$ cat config.mk
export PLATFORM = sky130hd
export DESIGN_NAME = sbp_lookup_scheduler_flat
export DESIGN_NICKNAME = d
export VERILOG_FILES = /design/src/rtl/sbp_pkg.sv /design/src/rtl/sbp_lookup_scheduler_if.sv /design/src/rtl/sbp_sync_fifo.sv /design/src/rtl/sbp_lookup_scheduler.sv /design/src/flat_wrapper.sv
export SDC_FILE = /design/constraint.sdc
export NUM_CORES = 1
export LEC_CHECK = 0
export ABC_AREA = 1
export BUFFER_PORTS_ARGS = -buffer_cell sky130_fd_sc_hd__buf_2
export CAP_MARGIN = 20
export CELL_PAD_IN_SITES_DETAIL_PLACEMENT = 1
export CELL_PAD_IN_SITES_GLOBAL_PLACEMENT = 1
export CORE_ASPECT_RATIO = 1.1
export CORE_MARGIN = 2
export CORE_UTILIZATION = 43
export DETAILED_ROUTE_END_ITERATION = 6
export PLACE_DENSITY = 0.78
export SLEW_MARGIN = 10
export SYNTH_ARGS = -nofsm -noshare
export SYNTH_HDL_FRONTEND = slang
export SYNTH_SLANG_ARGS = --single-unit
$ cat constraint.sdc
create_clock -name clk -period 10.71 [get_ports clk]
set_input_delay 2.142 -clock clk [delete_from_list [all_inputs] [get_ports clk]]
set_output_delay 2.142 -clock clk [all_outputs]
set_load 0.02 [all_outputs]
$ cat src/rtl/sbp_pkg.sv
// sbp_pkg: shared widths, scheduler state and update-entry types for the SBP lookup head
package sbp_pkg;
  localparam int STAGE_ID_BITS = 6;
  localparam int LOCATION_BITS = 11;
  localparam int ADDR_BITS     = 11;
  localparam int DATA_BITS     = 64;

  typedef enum logic [1:0] {RUN, DRAIN, WRITE} sched_state_t;

  typedef struct packed {
    logic [STAGE_ID_BITS-1:0] stage;
    logic [ADDR_BITS-1:0]     addr;
    logic [DATA_BITS-1:0]     data;
  } upd_entry_t;

  // stage id 0 is the bubble id and ids past the chain address nothing
  function automatic logic stage_ok(input logic [STAGE_ID_BITS-1:0] s, input int n);
    return s != '0 && int'(s) <= n;
  endfunction
endpackage

$ cat src/rtl/sbp_lookup_scheduler_if.sv
// sbp_lookup_scheduler_if: lookup, update, commit, pipeline and stage-write signals of the scheduler
interface sbp_lookup_scheduler_if;
  import sbp_pkg::*;
  logic                                 lk_valid;
  logic                                 lk_ready;
  logic [31:0]                          lk_ip_addr;
  logic                                 upd_valid;
  logic                                 upd_ready;
  logic [STAGE_ID_BITS-1:0]             upd_stage;
  logic [ADDR_BITS-1:0]                 upd_addr;
  logic [DATA_BITS-1:0]                 upd_data;
  logic                                 commit;
  logic                                 commit_done;
  logic                                 busy;
  logic                                 pipe_valid;
  logic [5:0]                           bit_pos;
  logic [STAGE_ID_BITS-1:0]             stage_id;
  logic [LOCATION_BITS-1:0]             location;
  logic [LOCATION_BITS+STAGE_ID_BITS-1:0] result;
  logic [31:0]                          ip_addr;
  logic                                 wr_en;
  logic [STAGE_ID_BITS-1:0]             wr_stage;
  logic [ADDR_BITS-1:0]                 wr_addr;
  logic [DATA_BITS-1:0]                 wr_data;

  modport master (
    output lk_valid, lk_ip_addr, upd_valid, upd_stage, upd_addr, upd_data, commit,
    input  lk_ready, upd_ready, commit_done, busy, pipe_valid, bit_pos, stage_id,
           location, result, ip_addr, wr_en, wr_stage, wr_addr, wr_data
  );

  modport slave (
    input  lk_valid, lk_ip_addr, upd_valid, upd_stage, upd_addr, upd_data, commit,
    output lk_ready, upd_ready, commit_done, busy, pipe_valid, bit_pos, stage_id,
           location, result, ip_addr, wr_en, wr_stage, wr_addr, wr_data
  );
endinterface

$ cat src/rtl/sbp_sync_fifo.sv
// sbp_sync_fifo: show-ahead synchronous FIFO; caller never pushes when full nor pops when empty
module sbp_sync_fifo #(
  parameter int WIDTH = 8,
  parameter int DEPTH = 8
) (
  input  logic                       clk,
  input  logic                       rst,
  input  logic                       push,
  input  logic [WIDTH-1:0]           din,
  input  logic                       pop,
  output logic [WIDTH-1:0]           dout,
  output logic [$clog2(DEPTH+1)-1:0] count
);
  localparam int AW = $clog2(DEPTH);
  localparam int CW = $clog2(DEPTH+1);

  logic [WIDTH-1:0] mem [DEPTH];
  logic [AW-1:0]    wr_ptr, rd_ptr;

  assign dout = mem[rd_ptr];

  // storage needs no reset: clearing the pointers discards the contents
  always_ff @(posedge clk)
    if (push) mem[wr_ptr] <= din;

  // pointers wrap naturally because DEPTH is a power of two
  always_ff @(posedge clk or negedge rst)
    if (!rst) begin
      wr_ptr <= '0;
      rd_ptr <= '0;
      count  <= '0;
    end else begin
      wr_ptr <= wr_ptr + AW'(push);
      rd_ptr <= rd_ptr + AW'(pop);
      count  <= count + CW'(push) - CW'(pop);
    end
endmodule

$ cat src/rtl/sbp_lookup_scheduler.sv
// sbp_lookup_scheduler: admits lookups and commits batched node writes only after the chain drains
module sbp_lookup_scheduler
  import sbp_pkg::*;
#(
  parameter int NUM_STAGES = 24,
  parameter int UPD_DEPTH  = 8
) (
  input logic                   clk,
  input logic                   rst,
  sbp_lookup_scheduler_if.slave bus
);
  localparam int DRAIN_CYCLES = 2*NUM_STAGES+1;
  localparam int CW = $clog2(DRAIN_CYCLES+1);
  localparam int QW = $clog2(UPD_DEPTH+1);

  sched_state_t  state, state_d;
  logic [CW-1:0] drain_cnt, drain_cnt_d;
  logic [QW-1:0] batch_rem, batch_rem_d, fifo_count, count_d;
  logic          accept, push, pop, last_pop, pend;
  upd_entry_t    entry, head;

  assign accept   = bus.lk_valid & bus.lk_ready;
  assign push     = bus.upd_valid & bus.upd_ready;
  assign pop      = state == WRITE;
  assign last_pop = pop & (batch_rem == QW'(1));
  assign count_d  = fifo_count + QW'(push) - QW'(pop);
  assign pend     = state == RUN & (bus.commit | count_d == QW'(UPD_DEPTH));
  assign entry    = '{stage: bus.upd_stage, addr: bus.upd_addr, data: bus.upd_data};

  assign bus.bit_pos  = '0;
  assign bus.location = '0;
  assign bus.result   = '0;
  assign bus.busy     = state != RUN;

  sbp_sync_fifo #(.WIDTH($bits(upd_entry_t)), .DEPTH(UPD_DEPTH)) u_fifo (
    .clk   (clk),
    .rst   (rst),
    .push  (push),
    .din   (entry),
    .pop   (pop),
    .dout  (head),
    .count (fifo_count)
  );

  // next state: the batch size is frozen when leaving RUN so later pushes wait for the next commit
  always_comb begin
    state_d     = state;
    drain_cnt_d = drain_cnt;
    batch_rem_d = batch_rem;
    case (state)
      RUN: if (pend && count_d != '0) begin
        state_d     = DRAIN;
        drain_cnt_d = CW'(DRAIN_CYCLES);
        batch_rem_d = count_d;
      end
      DRAIN: begin
        drain_cnt_d = drain_cnt - CW'(1);
        state_d     = drain_cnt == CW'(1) ? WRITE : DRAIN;
      end
      WRITE: begin
        batch_rem_d = batch_rem - QW'(1);
        state_d     = last_pop ? RUN : WRITE;
      end
      default: state_d = RUN;
    endcase
  end

  // registered FSM state and every registered output
  always_ff @(posedge clk or negedge rst)
    if (!rst) begin
      state           <= RUN;
      drain_cnt       <= '0;
      batch_rem       <= '0;
      bus.lk_ready    <= 1'b0;
      bus.upd_ready   <= 1'b0;
      bus.commit_done <= 1'b0;
      bus.pipe_valid  <= 1'b0;
      bus.stage_id    <= '0;
      bus.ip_addr     <= '0;
      bus.wr_en       <= 1'b0;
      bus.wr_stage    <= '0;
      bus.wr_addr     <= '0;
      bus.wr_data     <= '0;
    end else begin
      state           <= state_d;
      drain_cnt       <= drain_cnt_d;
      batch_rem       <= batch_rem_d;
      bus.lk_ready    <= state_d == RUN;
      bus.upd_ready   <= state_d != WRITE && count_d != QW'(UPD_DEPTH);
      bus.commit_done <= last_pop | (pend & count_d == '0);
      bus.pipe_valid  <= accept;
      bus.stage_id    <= accept ? STAGE_ID_BITS'(1) : '0;
      bus.ip_addr     <= accept ? bus.lk_ip_addr : '0;
      bus.wr_en       <= pop & stage_ok(head.stage, NUM_STAGES);
      bus.wr_stage    <= pop ? head.stage : bus.wr_stage;
      bus.wr_addr     <= pop ? head.addr : bus.wr_addr;
      bus.wr_data     <= pop ? head.data : bus.wr_data;
    end
endmodule
$ cat src/flat_wrapper.sv
// flat-port wrapper written by rule: the top's interface ports become plain ports
module sbp_lookup_scheduler_flat import sbp_pkg::*;
#(
  parameter int NUM_STAGES = 24,
  parameter int UPD_DEPTH  = 8
)
  (clk, rst, bus_lk_valid, bus_lk_ip_addr, bus_upd_valid, bus_upd_stage, bus_upd_addr, bus_upd_data, bus_commit, bus_lk_ready, bus_upd_ready, bus_commit_done, bus_busy, bus_pipe_valid, bus_bit_pos, bus_stage_id, bus_location, bus_result, bus_ip_addr, bus_wr_en, bus_wr_stage, bus_wr_addr, bus_wr_data);
  sbp_lookup_scheduler_if bus_i ();
  input logic clk;
  input logic rst;
  input wire logic [$bits(bus_i.lk_valid)-1:0] bus_lk_valid;
  input wire logic [$bits(bus_i.lk_ip_addr)-1:0] bus_lk_ip_addr;
  input wire logic [$bits(bus_i.upd_valid)-1:0] bus_upd_valid;
  input wire logic [$bits(bus_i.upd_stage)-1:0] bus_upd_stage;
  input wire logic [$bits(bus_i.upd_addr)-1:0] bus_upd_addr;
  input wire logic [$bits(bus_i.upd_data)-1:0] bus_upd_data;
  input wire logic [$bits(bus_i.commit)-1:0] bus_commit;
  output wire logic [$bits(bus_i.lk_ready)-1:0] bus_lk_ready;
  output wire logic [$bits(bus_i.upd_ready)-1:0] bus_upd_ready;
  output wire logic [$bits(bus_i.commit_done)-1:0] bus_commit_done;
  output wire logic [$bits(bus_i.busy)-1:0] bus_busy;
  output wire logic [$bits(bus_i.pipe_valid)-1:0] bus_pipe_valid;
  output wire logic [$bits(bus_i.bit_pos)-1:0] bus_bit_pos;
  output wire logic [$bits(bus_i.stage_id)-1:0] bus_stage_id;
  output wire logic [$bits(bus_i.location)-1:0] bus_location;
  output wire logic [$bits(bus_i.result)-1:0] bus_result;
  output wire logic [$bits(bus_i.ip_addr)-1:0] bus_ip_addr;
  output wire logic [$bits(bus_i.wr_en)-1:0] bus_wr_en;
  output wire logic [$bits(bus_i.wr_stage)-1:0] bus_wr_stage;
  output wire logic [$bits(bus_i.wr_addr)-1:0] bus_wr_addr;
  output wire logic [$bits(bus_i.wr_data)-1:0] bus_wr_data;
  assign bus_i.lk_valid = bus_lk_valid;
  assign bus_i.lk_ip_addr = bus_lk_ip_addr;
  assign bus_i.upd_valid = bus_upd_valid;
  assign bus_i.upd_stage = bus_upd_stage;
  assign bus_i.upd_addr = bus_upd_addr;
  assign bus_i.upd_data = bus_upd_data;
  assign bus_i.commit = bus_commit;
  assign bus_lk_ready = bus_i.lk_ready;
  assign bus_upd_ready = bus_i.upd_ready;
  assign bus_commit_done = bus_i.commit_done;
  assign bus_busy = bus_i.busy;
  assign bus_pipe_valid = bus_i.pipe_valid;
  assign bus_bit_pos = bus_i.bit_pos;
  assign bus_stage_id = bus_i.stage_id;
  assign bus_location = bus_i.location;
  assign bus_result = bus_i.result;
  assign bus_ip_addr = bus_i.ip_addr;
  assign bus_wr_en = bus_i.wr_en;
  assign bus_wr_stage = bus_i.wr_stage;
  assign bus_wr_addr = bus_i.wr_addr;
  assign bus_wr_data = bus_i.wr_data;
  sbp_lookup_scheduler #(.NUM_STAGES(NUM_STAGES), .UPD_DEPTH(UPD_DEPTH)) u_core (.clk(clk), .rst(rst), .bus(bus_i));
endmodule
== Word level (Yosys, flattened, before mapping) ==
Memory sizes are Yosys's and may differ from the RTL's.
Cells that the tools add are included.

* Bits in registers: 146
* Memories: 1
* Input bits: 118
* Bits in writable memories: 648
* Word-level logic and storage cells: 65
* Output and inout port bits: 159

{| class="wikitable"
|+ Memories
! memory !! words !! width !! rd ports !! clocked after Yosys merged registers in !! write ports !! RTL line !! source
|-
| u_core.u_fifo.mem || 8 || 81 || 1 || 0 || 1 || sbp_sync_fifo.sv:17 || <nowiki>logic [WIDTH-1:0] mem [DEPTH];</nowiki>
|}

* Order comparisons: 1
* Eq/ne operators: 8
* Muxes and demuxes: 12
* $add $sub $neg: 6
* Bitwise gates (word level): 8
* Reductions and logical operators: 13

{| class="wikitable"
|+ Operator list
! operator !! number
|-
| 32-bit two-way mux || 1
|-
| 6-bit one-hot mux with 2 select lines || 1
|-
| 4-bit one-hot mux with 2 select lines || 1
|-
| 3-bit by 1-bit adder with 3-bit output || 2
|-
| 1-bit bitwise AND || 6
|-
| 6-bit by 1-bit equality test with 1-bit output (second input constant) || 1
|-
| 6-bit by 5-bit <= comparator with 1-bit output (second input constant) || 1
|-
| 2-bit two-way mux || 3
|-
| 6-bit two-way mux || 1
|-
| 2-bit one-hot mux with 3 select lines || 1
|-
| 2-bit nonzero test || 3
|-
| 6-bit nonzero test || 1
|-
| 6-bit by 1-bit subtractor with 6-bit output (second input constant) || 1
|-
| 4-bit by 1-bit adder with 4-bit output || 1
|-
| 4-bit by 1-bit equality test with 1-bit output (second input constant) || 1
|-
| 4-bit equality test (second input constant) || 1
|-
| 2-bit logical NOT || 2
|-
| 4-bit logical NOT || 1
|-
| 4-bit two-way mux || 1
|-
| 2-bit inequality test (second input constant) || 2
|-
| 4-bit inequality test (second input constant) || 1
|-
| 2-bit AND reduction || 2
|-
| 4-bit nonzero test || 1
|-
| 4-bit by 1-bit subtractor with 4-bit output || 1
|-
| 6 further kinds || 11
|}

== Logic depth before layout (Yosys ltp) ==
* Word-level depth: 11
* Mapped depth: 20
* Depth with buffers taken out: 18

== By module ==
Synthesis repeated with hierarchy kept, for this count alone.

* Cell total of the unflattened synthesis: 3,472
* Area total of the unflattened synthesis: 34,140.2 µm²

{| class="wikitable"
|+ By module, submodules not included
! module !! times used !! cells each !! area each (µm²) !! seq. area each (µm²)
|-
| sbp_sync_fifo || 1 || 2,850 || 28,706.3 || 19,708.9
|-
| sbp_lookup_scheduler || 1 || 622 || 5,434.0 || 3,253.1
|}

== Least setup slack after synthesis ==
No wires, ideal clock.

* Path kind: input to register
* From: input bus_upd_valid
* To: memory u_core.u_fifo.mem[0][0] (netlist bit) (enable)
* Path slack: 4.300 ns
* Stages: 3
* Required time: 10.189 ns
* Arrival time: 5.889 ns
* Buffers on the path: 0
* Setup time: 0.521 ns
* Path through: nand2_1 -> or2_2 -> nor2_1

* Word-level cells in the longest chain between the ends: 3

{| class="wikitable"
|+ Ends and longest elaborated chain
! what !! RTL line !! source
|-
| start: declaration || flat_wrapper.sv:13 || <nowiki>input wire logic [$bits(bus_i.upd_valid)-1:0] bus_upd_valid;</nowiki>
|-
| 1-bit bitwise AND || sbp_lookup_scheduler.sv:23 || <nowiki>assign push = bus.upd_valid & bus.upd_ready;</nowiki>
|-
| 1-bit two-way mux || sbp_sync_fifo.sv:24 || <nowiki>if (push) mem[wr_ptr] <= din;</nowiki>
|-
| 1-bit two-way mux (not written as such) || sbp_sync_fifo.sv:24 ||
|-
| end: declaration || sbp_sync_fifo.sv:17 ||
|}

Every way passes these cells.

== Final worst setup path ==
* From: input bus_upd_valid
* To: register u_core.batch_rem[1]

* Word-level cells in the longest chain between the ends: 9

{| class="wikitable"
|+ Ends and longest elaborated chain
! what !! RTL line !! source
|-
| 1-bit bitwise AND (*) || sbp_lookup_scheduler.sv:23 ||
|-
| 4-bit by 1-bit adder with 4-bit output (*) || sbp_lookup_scheduler.sv:26 || <nowiki>assign count_d = fifo_count + QW'(push) - QW'(pop);</nowiki>
|-
| 4-bit by 1-bit subtractor with 4-bit output (*) || sbp_lookup_scheduler.sv:26 ||
|-
| net u_core.count_d[1] || sbp_lookup_scheduler.sv:18 || <nowiki>logic [QW-1:0] batch_rem, batch_rem_d, fifo_count, count_d;</nowiki>
|-
| 4-bit equality test || sbp_lookup_scheduler.sv:27 || <nowiki>assign pend = state == RUN & (bus.commit | count_d == QW'(UPD_DEPTH));</nowiki>
|-
| 1-bit bitwise OR || sbp_lookup_scheduler.sv:27 ||
|-
| 1-bit bitwise AND || sbp_lookup_scheduler.sv:27 ||
|-
| 1-bit logical AND || sbp_lookup_scheduler.sv:51 || <nowiki>RUN: if (pend && count_d != '0) begin</nowiki>
|-
| 2-bit inequality test (no source line) || - ||
|-
| 2-bit AND reduction (no source line) || - ||
|-
| end signal: assignment || sbp_lookup_scheduler.sv:87 || <nowiki>batch_rem <= batch_rem_d;</nowiki>
|-
| end: declaration || sbp_lookup_scheduler.sv:18 ||
|}

The timed path passes the listed nets; every way through them passes the cells marked *. The select of a mux whose other input is x is not followed.
A chain may end at the register's enable or synchronous reset.

==> impl_metrics.env <==
export IMPL_status="completed"
export IMPL_layout_drive_gt1_share=0.155
export IMPL_synth_ff_type="edfxtp_1"
export IMPL_gp_routability_congestion=0.823
export IMPL_crit_type="input pin to flop"
export IMPL_finalHoldViolCount=0
export IMPL_timing_max_cap_violations=0
export IMPL_slew_headroom=0.238
export IMPL_grt_ovfl_total=0
export IMPL_fin_crit_ps=4390
export IMPL_ys_types=31
export IMPL_syn_inst=2303
export IMPL_drc=0
export IMPL_drtIter0Drc=1702
export IMPL_synth_xor_area_share=0.000866
export IMPL_routed_via_density=5.58
export IMPL_cts_setup_buffers=0
export IMPL_finalCritPeriodShare=0.410
export IMPL_dp_hpwl_mm=47.2
export IMPL_grt_pass1_wl_mm=126
export IMPL_yosys_register_bits=788
export IMPL_ys_seq_area_frac=0.757
export IMPL_cp_arrival_ps=4950
export IMPL_hold_path_class="flop to flop"
export IMPL_die_x_um=257
export IMPL_ys_async_sr_fraction=0.178
export IMPL_root_buffer="clkbuf_16"
export IMPL_clk_latency_ps=630
export IMPL_finClkSkew_ps=38.4
export IMPL_finish_utilization=0.496
export IMPL_ys_warn_count=0
export IMPL_clkSinkCount=788
export IMPL_start_kind="input pin"
export IMPL_grt_max_degree=224
export IMPL_cts_buffers=79
export IMPL_synthSimpleGateAreaFrac=0.0975
export IMPL_clockBufferDepth=3
export IMPL_ff2ff_setup_slack_ps=7020
export IMPL_synth_mux_area_frac=0
export IMPL_leakage_nw=12.8
export IMPL_antenna_found_initial=17
export IMPL_tns_ps=0
export IMPL_postRouteAntennaNets=0
export IMPL_setup_worst_path_end_class="flop"
export IMPL_h_tree_depth=3
export IMPL_crit_fanout=12
export IMPL_die_area_um2=72700
export IMPL_vias=19513
export IMPL_wirelength_mm=82.7
export IMPL_power_density_nw_per_um2=273
export IMPL_peakVddDrop_v=0.000148
export IMPL_synthAdderAreaFrac=0.00478
export IMPL_worst_pin_slew_ps=1140
export IMPL_cts_repair_resized=0
export IMPL_start_util=0.433
export IMPL_portBuffers=237
export IMPL_syn_area_um2=30300
export IMPL_dr_pass1_iters=6
export IMPL_cp_required_ps=11280
export IMPL_num_io_pins=277
export IMPL_grt_pass1_vias=21242
export IMPL_wl_per_cell_um=23.6
export IMPL_clk_pin_slew_ps=60
export IMPL_grt_usage=0.225
export IMPL_avgSynthCellArea_um2=13.2
export IMPL_rows=102
export IMPL_core_area_um2=70100
export IMPL_rsz0062_at_grt="false"
export IMPL_maxSlewViolCount=0
export IMPL_cts_tree="yes"
export IMPL_synth_top_family_by_area="compound AO/OA/AOI/OAI gates"
export IMPL_synth_compound_area_share=0.0993
export IMPL_die_y_um=283
export IMPL_area_growth_pct=14.5
export IMPL_fmax_mhz=228
export IMPL_synth_edf_count=648
export IMPL_holdBufCountCts=0
export IMPL_setup_viol=0
export IMPL_final_nets=2622
[where the power goes]
group	leakage (nW)	internal, mW	switching, mW	total, mW
registers	7.59	3.91	0.326	4.23
clock network	1.23	1.53	1.18	2.71
logic	3.98	0.705	1.83	2.54
[layout by cell type, fill, tap and decap left out, types with 2 or more instances in the layout]
cell / n
edfxtp_1: 648
nor2_1: 367
o21ai_0: 313
nand2_1: 268
buf_2: 236
dfrtp_1: 137
o221ai_1: 134
nand3_1: 95
clkbuf_16: 80
inv_1: 72
conb_1: 39
clkbuf_1: 24
buf_4: 18
o22ai_1: 17
o211ai_1: 17
ha_1: 10
clkinv_2: 10
clkbuf_8: 10
clkinv_1: 9
nor2_4: 8
or2_2: 6
diode_2: 4
inv_4: 3
o21ai_1: 3
clkinv_8: 3
clkinvlp_4: 3
inv_6: 3
bufinv_16: 3
buf_16: 3
dfrtp_4: 3
xor2_1: 2
a21oi_1: 2
[through the flow]
| step | setup WS, ps | std cells | hold WS, ps | total power [mW] | area, um2 |
|---|---|---|---|---|---|
| floorplan | 4300 | 2341 | 477 | 5.87 | 30500 |
| global placement | 5780 | 3345 | 459 | 6.61 | 32100 |
| detailed placement | 5640 | 3345 | 462 | 6.79 | 32100 |
| CTS | 6290 | 3491 | 478 | 9.53 | 34700 |
| global route | 6020 | 3497 | 505 | 9.96 | 34800 |
| finish | 6320 | 3498 | 477 | 9.48 | 34800 |
[registers in the layout (all words and copies together), names as in the netlist, 2 cells and up]
register,cells
u_core.u_fifo.mem,648
u_core.bus.wr_data,64
u_core.bus.ip_addr,32
u_core.bus.wr_addr,11
u_core.bus.wr_stage,6
u_core.drain_cnt,6
u_core.batch_rem,4
u_core.u_fifo.count,4
u_core.u_fifo.rd_ptr,3
u_core.u_fifo.wr_ptr,3
u_core.state,2
[cell type report]
cell class,instances,area [um2]
Sequential cell,788,23000
Timing Repair Buffer,258,1410
Antenna cell,4,10.0
Tap cell,936,1170
Multi-Input combinational cell,1290,6360
Clock inverter,32,302
Clock buffer,114,2230
Inverter,76,300
Fill cell,7084,35300
[cells by family (layout without fill, tap and decap cells)]
logic type | Yosys count | in the layout
adder cells (fa/ha/maj) | 11 | 11
flip-flops | 788 | 788
other | 1 | 43
AND/OR/NAND/NOR | 749 | 749
XOR/XNOR | 3 | 3
AO/OA/AOI/OAI | 488 | 488
buffers and inverters | 263 | 480
[critical path, stage by stage]
cell	delay, ps
buf_2	90
nand2_1	170
inv_1	120
nor2_1	170
inv_1	80
nand2_1	70
ha_1	160
inv_1	60
fa_1	520
inv_1	80
or2_2	270
nor2_1	130
nand3_1	150
nand2_1	140
nand3_2	240
nand2_1	200
nand2_1	70
nand2_1	70
[path summary, 6_finish.rpt]
check | start | endpoint | cells after the start
max in group asynchronous | rst | u_core.bus.wr_data[32] | 2
min | u_core.bus.wr_data[8] | u_core.bus.wr_data[8] | 2
max | bus_upd_valid | u_core.batch_rem[1] | 18
min in group asynchronous | rst | u_core.bus.wr_data[18] | 1
min reg2reg | u_core.bus.wr_data[8] | u_core.bus.wr_data[8] | 2
max reg2reg | u_core.u_fifo.rd_ptr[1] | u_core.bus.wr_data[12] | 6
[Yosys cell counts, types with 2 or more instances]
cell type / count / area, um2
o21ai_1: 3 / 15.0
buf_1: 6 / 22.5
nor2_1: 375 / 1410
inv_1: 74 / 278
o21ai_0: 313 / 1570
buf_2: 40 / 200
buf_6: 3 / 33.8
a21oi_1: 2 / 10.0
ha_1: 10 / 125
dfrtp_1: 140 / 3500
nand3_1: 95 / 475
o211ai_1: 17 / 128
nand2_1: 269 / 1010
o22ai_1: 17 / 106
edfxtp_1: 648 / 19500
or2_2: 6 / 37.5
buf_4: 46 / 345
clkbuf_1: 92 / 345
xor2_1: 2 / 17.5
o221ai_1: 134 / 1170
[layer usage]
layer  GRT usage  part of all wire  vias to the layer above
met3      0.0412             0.057                      163
met1       0.268              0.39                     9989
met5           0           0.00099                        -
li1            -                 -                     8651
met2       0.401              0.52                      696
met4      0.0930             0.030                       14
No activity file was read; power rests on OpenSTA's default activity.
